<file path="src/rtl/cpu_pkg.sv">
// rtl/cpu_pkg.sv - shared load/store encodings and data-memory sequencer state type
package cpu_pkg;

    // RV32 load/store funct3 encodings (stores reuse the load size codes)
    localparam logic [2:0] LB  = 3'b000;
    localparam logic [2:0] LH  = 3'b001;
    localparam logic [2:0] LW  = 3'b010;
    localparam logic [2:0] LBU = 3'b100;
    localparam logic [2:0] LHU = 3'b101;
    localparam logic [2:0] SB  = 3'b000;
    localparam logic [2:0] SH  = 3'b001;
    localparam logic [2:0] SW  = 3'b010;

    // Active-low byte enables with no lane selected (reads / idle)
    localparam logic [3:0] WEB_NONE = 4'b1111;

    typedef enum logic [1:0] {
        IDLE = 2'd0,
        REQ  = 2'd1,
        RESP = 2'd2,
        DONE = 2'd3
    } dm_state_t;

endpackage

</file>
<file path="src/rtl/load_align.sv">
// rtl/load_align.sv - selects and sign/zero-extends load data from a memory word
//
// Ports:
//   funct3   in  3   load funct3 (LB/LH/LW/LBU/LHU, others = full word)
//   byte_off in  2   byte offset of the access inside the word
//   rdata    in  32  word returned by the data memory
//   ext_data out 32  aligned, extended load result
module load_align
    import cpu_pkg::*;
(
    input  logic [2:0]  funct3,
    input  logic [1:0]  byte_off,
    input  logic [31:0] rdata,
    output logic [31:0] ext_data
);

    logic [7:0]  byte_sel;
    logic [15:0] half_sel;

    always_comb begin
        byte_sel = rdata[{byte_off, 3'b000} +: 8];
        half_sel = byte_off[1] ? rdata[31:16] : rdata[15:0];
        ext_data = rdata;
        case (funct3)
            LB:      ext_data = {{24{byte_sel[7]}}, byte_sel};
            LBU:     ext_data = {24'h000000, byte_sel};
            LH:      ext_data = {{16{half_sel[15]}}, half_sel};
            LHU:     ext_data = {16'h0000, half_sel};
            default: ext_data = rdata;
        endcase
    end

endmodule

</file>
<file path="src/rtl/dm_access_unit.sv">
// rtl/dm_access_unit.sv - MEM-stage load/store sequencer for a req/gnt/rvalid data memory
//
// Ports:
//   clk, rst_n                 clock, synchronous active-low reset
//   mem_valid, mem_we, funct3  MEM-stage access request, direction and size
//   addr, st_web, st_wdata     byte address and formatted store lanes/data
//   stall                      holds IF/ID/EX/MEM while the access is in flight
//   ld_data, ld_valid          extended load result and its one-cycle update pulse
//   misalign_exc               one-cycle pulse when an access is rejected
//   dm_req/dm_gnt              memory request handshake
//   dm_addr/dm_web/dm_wdata    word address, active-low byte enables, store data
//   dm_rvalid/dm_rdata         memory read response
module dm_access_unit
    import cpu_pkg::*;
#(
    parameter int ADDR_W = 32,
    parameter int DATA_W = 32
) (
    input  logic              clk,
    input  logic              rst_n,
    input  logic              mem_valid,
    input  logic              mem_we,
    input  logic [2:0]        funct3,
    input  logic [ADDR_W-1:0] addr,
    input  logic [3:0]        st_web,
    input  logic [DATA_W-1:0] st_wdata,
    output logic              stall,
    output logic [DATA_W-1:0] ld_data,
    output logic              ld_valid,
    output logic              misalign_exc,
    output logic              dm_req,
    input  logic              dm_gnt,
    output logic [ADDR_W-1:0] dm_addr,
    output logic [3:0]        dm_web,
    output logic [DATA_W-1:0] dm_wdata,
    input  logic              dm_rvalid,
    input  logic [DATA_W-1:0] dm_rdata
);

    dm_state_t   state, state_next;
    logic        cap_we;
    logic [2:0]  cap_funct3;
    logic [1:0]  cap_off;
    logic        accept;
    logic        misaligned;
    logic        store_noop;
    logic [31:0] ext_data;

    assign accept     = (state == IDLE) && mem_valid;
    assign misaligned = (((funct3 == LH) || (funct3 == LHU)) && addr[0]) ||
                        ((funct3 == LW) && (addr[1:0] != 2'b00));
    // A store whose formatter enabled no lanes has nothing to write.
    assign store_noop = mem_we && (st_web == WEB_NONE);

    assign stall = accept || (state == REQ) || (state == RESP);

    always_ff @(posedge clk) begin
        if (!rst_n) state <= IDLE;
        else        state <= state_next;
    end

    always_comb begin
        state_next = state;
        case (state)
            IDLE: begin
                if (mem_valid) begin
                    if (misaligned || store_noop) state_next = DONE;
                    else                          state_next = REQ;
                end
            end
            REQ:     if (dm_gnt)    state_next = cap_we ? DONE : RESP;
            RESP:    if (dm_rvalid) state_next = DONE;
            default: state_next = IDLE;
        endcase
    end

    load_align u_load_align (
        .funct3   (cap_funct3),
        .byte_off (cap_off),
        .rdata    (dm_rdata),
        .ext_data (ext_data)
    );

    always_ff @(posedge clk) begin
        if (!rst_n) begin
            dm_req       <= 1'b0;
            dm_addr      <= '0;
            dm_web       <= WEB_NONE;
            dm_wdata     <= '0;
            ld_data      <= '0;
            ld_valid     <= 1'b0;
            misalign_exc <= 1'b0;
            cap_we       <= 1'b0;
            cap_funct3   <= 3'b000;
            cap_off      <= 2'b00;
        end else begin
            // dm_req mirrors residence in REQ, so it drops the cycle after gnt.
            dm_req       <= (state_next == REQ);
            misalign_exc <= accept && misaligned;
            ld_valid     <= (state == RESP) && dm_rvalid;
            if (accept) begin
                cap_we     <= mem_we;
                cap_funct3 <= funct3;
                cap_off    <= addr[1:0];
            end
            // Port fields only change when a new request is launched, so they
            // stay stable for the whole REQ phase regardless of pipeline inputs.
            if (accept && (state_next == REQ)) begin
                dm_addr  <= {addr[ADDR_W-1:2], 2'b00};
                dm_web   <= mem_we ? st_web : WEB_NONE;
                dm_wdata <= mem_we ? st_wdata : '0;
            end
            if ((state == RESP) && dm_rvalid) ld_data <= ext_data;
        end
    end

endmodule

</file>
<file path="config.mk">
export PLATFORM = sky130hd
export DESIGN_NAME = dm_access_unit
export DESIGN_NICKNAME = d
export VERILOG_FILES = /design/src/rtl/cpu_pkg.sv /design/src/rtl/load_align.sv /design/src/rtl/dm_access_unit.sv
export SDC_FILE = /design/constraint.sdc
export NUM_CORES = 1
export LEC_CHECK = 0
export ABC_AREA = 1
export CAP_MARGIN = 5
export CORE_ASPECT_RATIO = 2
export CORE_MARGIN = 2
export CORE_UTILIZATION = 42
export CTS_CLUSTER_SIZE = 40
export DETAILED_ROUTE_END_ITERATION = 10
export HOLD_SLACK_MARGIN = 0.05
export PLACE_DENSITY = 0.82
export SLEW_MARGIN = 20
export SYNTH_ARGS = -nofsm -noshare
export SYNTH_HDL_FRONTEND = slang
export SYNTH_SLANG_ARGS = --single-unit
</file>
<file path="constraint.sdc">
create_clock -name clk -period 1.7 [get_ports clk]
set_clock_uncertainty 0.1 [all_clocks]
set_input_delay 0.255 -clock clk [delete_from_list [all_inputs] [get_ports clk]]
set_output_delay 0.255 -clock clk [all_outputs]
set_load 0.005 [all_outputs]
</file>
### Word level (Yosys, flattened, before mapping)

Cells that the tools add are included.

| word-level totals | value |
|---|---|
| bits in registers | 109 |
| bits of input ports | 109 |
| word-level logic and storage cells | 47 |

| operators by class | value |
|---|---|
| equality and inequality tests | 10 |
| shift operators | 1 |
| muxes and demuxes | 10 |
| reductions and logical operators | 15 |

Operators by type and width:

| operator | count |
|---|---|
| 32-bit one-hot mux with 4 select lines | 1 |
| 32-bit 2-to-1 mux | 1 |
| 32-bit by 6-bit indexed part select with 8-bit output | 1 |
| 16-bit 2-to-1 mux | 1 |
| 3-bit equality test (second input constant) | 3 |
| 2-bit 2-to-1 mux | 4 |
| 1-bit logical AND | 7 |
| 3-bit by 1-bit equality test with 1-bit output (second input constant) | 2 |
| 2-bit one-hot mux with 3 select lines | 1 |
| 1-bit logical OR | 5 |
| 2-bit by 1-bit equality test with 1-bit output (second input constant) | 2 |
| 4-bit equality test (second input constant) | 1 |
| 4-bit 2-to-1 mux | 1 |
| 3-bit by 2-bit equality test with 1-bit output (second input constant) | 1 |
| 3-bit zero test | 1 |
| 2-bit equality test (second input constant) | 1 |
| 2-bit zero test | 1 |
| 2-bit nonzero test | 1 |
| 1-bit 2-to-1 mux | 1 |

### Longest topological paths before layout

| logic depth | value |
|---|---|
| word-level depth | 10 |
| depth in mapped cells | 10 |

### Cells and area by module

Synthesis repeated with hierarchy kept, for this count alone.

| second synthesis, totals | value |
|---|---|
| cell total of the unflattened synthesis | 718 |
| area, all modules | 4918.5 µm² |

Modules (own cells, without submodules):

| module | instances | cells an instance | area an instance (µm²) | sequential area each (µm²) |
|---|---|---|---|---|
| dm_access_unit | 1 | 559 | 4106.4 | 2182.1 |
| load_align | 1 | 159 | 812.0 | 0.0 |

### Worst setup path before layout

No wires, ideal clock.

| timing | value |
|---|---|
| path kind | register to register |
| start point | register state[1] |
| end point | register dm_wdata[22] |
| setup time | 0.132 ns |
| arrival | 1.271 ns |
| required time | 1.468 ns |
| slack | 0.196 ns |
| stages on the path, launching flop included | 8 |
| period minus slack after synthesis | 1.504 ns |
| cells stage by stage | dfxtp_1 nand3_1 nand3_1 nand4_2 buf_4 buf_4 nand2_1 a21oi_1 |

| on the way | value |
|---|---|
| cells in the longest elaborated chain, start to end | 4 |

Ends and longest elaborated chain:

| element | line | source |
|---|---|---|
| start: declaration | dm_access_unit.sv:40 | `dm_state_t state, state_next;` |
| start signal: assignment | dm_access_unit.sv:59 | `else state <= state_next;` |
| 2-bit equality test, or another cell as far along | dm_access_unit.sv:64 | `case (state)` |
| 2-bit one-hot mux with 3 select lines | dm_access_unit.sv:64 |  |
| 2-bit by 1-bit equality test with 1-bit output | dm_access_unit.sv:108 | `if (accept && (state_next == REQ)) begin` |
| 1-bit logical AND (*) | dm_access_unit.sv:108 |  |
| end signal: assignment | dm_access_unit.sv:111 | `dm_wdata <= mem_we ? st_wdata : '0;` |
| end: declaration | dm_access_unit.sv:35 | `output logic [DATA_W-1:0] dm_wdata,` |

Every way passes the cells marked *; elsewhere a longest branch is shown, timed or not.
A chain may end at the register's enable or synchronous reset.

### Worst setup path after layout

| timing | value |
|---|---|
| start point | register state[1] |
| end point | output port stall |

| on the way | value |
|---|---|
| cells in the longest elaborated chain, start to end | 4 |

Ends and longest elaborated chain:

| element | line | source |
|---|---|---|
| 2-bit zero test | dm_access_unit.sv:49 | `assign accept = (state == IDLE) && mem_valid;` |
| 1-bit logical AND | dm_access_unit.sv:49 |  |
| 1-bit logical OR | dm_access_unit.sv:55 | `assign stall = accept \|\| (state == REQ) \|\| (state == RESP);` |
| 1-bit logical OR (*) | dm_access_unit.sv:55 |  |
| end: declaration | dm_access_unit.sv:27 | `output logic stall,` |

Marks and branches as above.

==> impl_metrics.tcl <==
set metrics [dict create \
    p_per_area_nw_per_um2 881 \
    hold_end "dm_web[0]" \
    clkTransAtPathRegs_ns 0.07 \
    yosysTopAreaCell "dfxtp_1" \
    synth-seq-cells 109 \
    areaGrowthSynthToFinish_pct 63.6 \
    wl_per_cell_um 14.9 \
    start_kind "register" \
    maxCapViolCount 0 \
    crit_family "buffers and inverters" \
    ys_seq_area_share_pct 44.8 \
    ys_top_cells_by_area "dfxtp_1 (45%), nand2_1 (13%), inv_1 (6.2%), a21oi_1 (6.1%), nor2_1 (5.9%)" \
    viasPerCell 5.04 \
    syn_inst 695 \
    critical_path_class "reg -> out" \
    grt_first_pass_wirelength_um 24700 \
    clkLatencyLatePin_ns 0.34 \
    leakage_nw 3.56 \
    status "finished clean" \
    max_stage_delay_ns 0.34 \
    design_area_um2 7980 \
    h-tree-depth 3 \
    core-area_um2 11300 \
    synth.avg_cell_area_um2 7.01 \
    crit_chain "buf_4 -> nor2_4 -> nor2_1 -> nand2_1 -> clkdlybuf4s15_1" \
    drt-total-wl_um 16200 \
    slew_headroom_pct 65.7 \
    hold_viol_final 0 \
    clockRootBuffer "clkbuf_16" \
    path_buf_inv 2 \
    fmax_mhz 597 \
    hold_buffers 0 \
    hpwl_um 11700 \
    cp_slowest_cell "dfxtp_2" \
    drt_pass1_iterations 5 \
    drc 0 \
    fin_crit_sh_pct 98.6 \
    worst_hold_path_type "in -> reg" \
    post-place-ws_ns -0.312 \
    row_count 55 \
    cts_tree "yes" \
    antenna_found_initial 0 \
    drt_iter0_drc 191 \
    nets 1044 \
    grt_max_degree 45 \
    grt_overflow 0 \
    fin_cells 1082 \
    fin_ws_ns 0.0239 \
    dp_cells 1058 \
    drive_gt1_share_pct 11.2 \
    clk_path_buf_depth 2 \
    synth_edf_count 0 \
    cp_data_required_time_ns 1.34 \
    rr_worst_depth 7 \
    reg2reg_slack_ns 0.03 \
    r2r-end "ld_data[2]" \
    syn_area_um2 4870 \
    slew_violations 0 \
    grtUsageTotal_pct 24.9 \
    synth_flop_cell "dfxtp_1" \
    io_pins 213 \
    timing.rr.start "cap_off[1]" \
    hold_depth 3 \
    max-vdd-ir-drop_mv 0.643 \
    synth_top_area_share_pct 44.8 \
    port_buffers 210 \
    cts_sinks 109 \
    ant_nets 0 \
    post-route-min-period_ns 1.68 \
    antenna_cells 0 \
    worstSetupEndpointType "primary output" \
    fin_setup_tns_ns 0 \
    fillers 890 \
    worst_ep_arrival_time_ns 1.32 \
    grt_pass1_vias 5315 \
    cp_max_fo 5 \
    yosys_warnings 0 \
    setup_viol 0 \
    fin_util_pct 70.7 \
    initial_utilization_pct 43.2 \
    hold_path_startpoint "rst_n" \
    synth_cell_types 29 \
    num_vias 5449 \
    gp_congestion 0.827 \
    die_y_um 156 \
    async_flop_share_pct 0 \
    cts_made_buffers 9 \
    tightest_slew_ns 0.514 \
    fp.dieW_um 80.2 \
    post_dp_cell_area_um2 7440 \
    die_area_um2 12500 \
]
## power breakdown
group	switching [mW]	internal, mW
combinational	0.923	1.06
clock	0.995	1.17
sequential	0.119	2.76
total	2.04	4.99
## flip-flops by register name, indices dropped and copies added (netlist names)
register,count
dm_wdata,32
dm_web,4
cap_funct3,3
dm_req,1
dm_addr,30
cap_off,2
ld_data,32
ld_valid,1
cap_we,1
state,2
misalign_exc,1
## tightest hold or removal path: cells and delay by family
kind,cells,cell delay [ns]
buf+inv,2,0.36
simple gates,1,0.10
## kinds of logic (layout without fill, tap and decap cells)
kind of cell    Yosys count  in the layout  share of synthesized area, %
simple gates            303            303                          26.3
compound gates          148            148                          17.2
buf+inv                 133            377                          11.4
flops                   109            109                          44.8
other cells               1              2                        0.0769
mux                       1              1                         0.205
## layer usage
metal / wire length, µm / vias up / share of wire, % / global-route usage [%]
met3: 972 / 49 / 6.0 / 5.07
met1: 5540 / 2472 / 34 / 25.3
met2: 8910 / 215 / 55 / 45.7
li1: - / 2713 / - / -
met4: 751 / 0 / 4.6 / 14.0
met5: 0 / - / 0 / 0
## area by class of cell
type / count / area (µm²) / share of cell area, %
repair buffers: 273 / 2770 / 34.8
multi-input cells: 454 / 2200 / 27.6
flip-flops and latches: 109 / 2180 / 27.4
inverters: 88 / 334 / 4.19
clock buffers: 10 / 229 / 2.87
well taps: 142 / 178 / 2.23
clock inverters: 6 / 76.3 / 0.957
## cell usage in the layout (no fill, tap or decap), types with 3 or more instances in the layout
cell	count
buf_4	43
nand2_2	4
nand2_1	165
a21oi_1	58
a21boi_0	4
clkbuf_16	13
dfxtp_1	107
inv_2	6
inv_1	79
o21ai_1	6
o211ai_1	7
nor2_1	73
o21bai_1	22
o21ai_0	45
clkdlybuf4s50_1	207
nand4_1	36
nor2_4	4
buf_12	8
inv_6	3
nand3_1	14
buf_6	5
o221ai_1	3
## synth_stat cells (7+ instances only)
library cell and number:
o211ai_1 7, o21ai_1 7, inv_1 80, nand2_1 167, a21oi_1 59, clkbuf_1 21, nand3_1 15, o21ai_0 45
dfxtp_1 109, o21bai_1 22, buf_2 16, nand4_1 36, nor2_1 77
## stage by stage
step | power (mW) | hold WS (ns)
after floorplan | 3.72 | 0.290
after global placement | 4.74 | 0.347
after detailed placement | 4.76 | 0.352
after CTS | 6.93 | 0.292
after global routing | 7.38 | 0.310
final | 7.03 | 0.311
## repair_timing
action,CTS,global route
endpoints found under the hold margin,0,0
pin swaps,1,4
gates resized for setup,7,22
buffers inserted,0,2
gates cloned,0,6
setup endpoints to repair,1,58
## how the worst max path moves through the flow
stage               startpoint      endpoint  slack, ns  cells past startpoint
CTS                   state[0]         stall       0.03                      6
finish                state[1]         stall       0.02                      5
global placement     funct3[0]   dm_addr[26]      -0.28                      9
global route          state[1]    dm_addr[6]      -0.06                     10
floorplan             state[1]  dm_wdata[22]       0.20                      7
detailed placement   funct3[0]  dm_wdata[20]      -0.31                      9
Power figures use the tool's default switching activity.
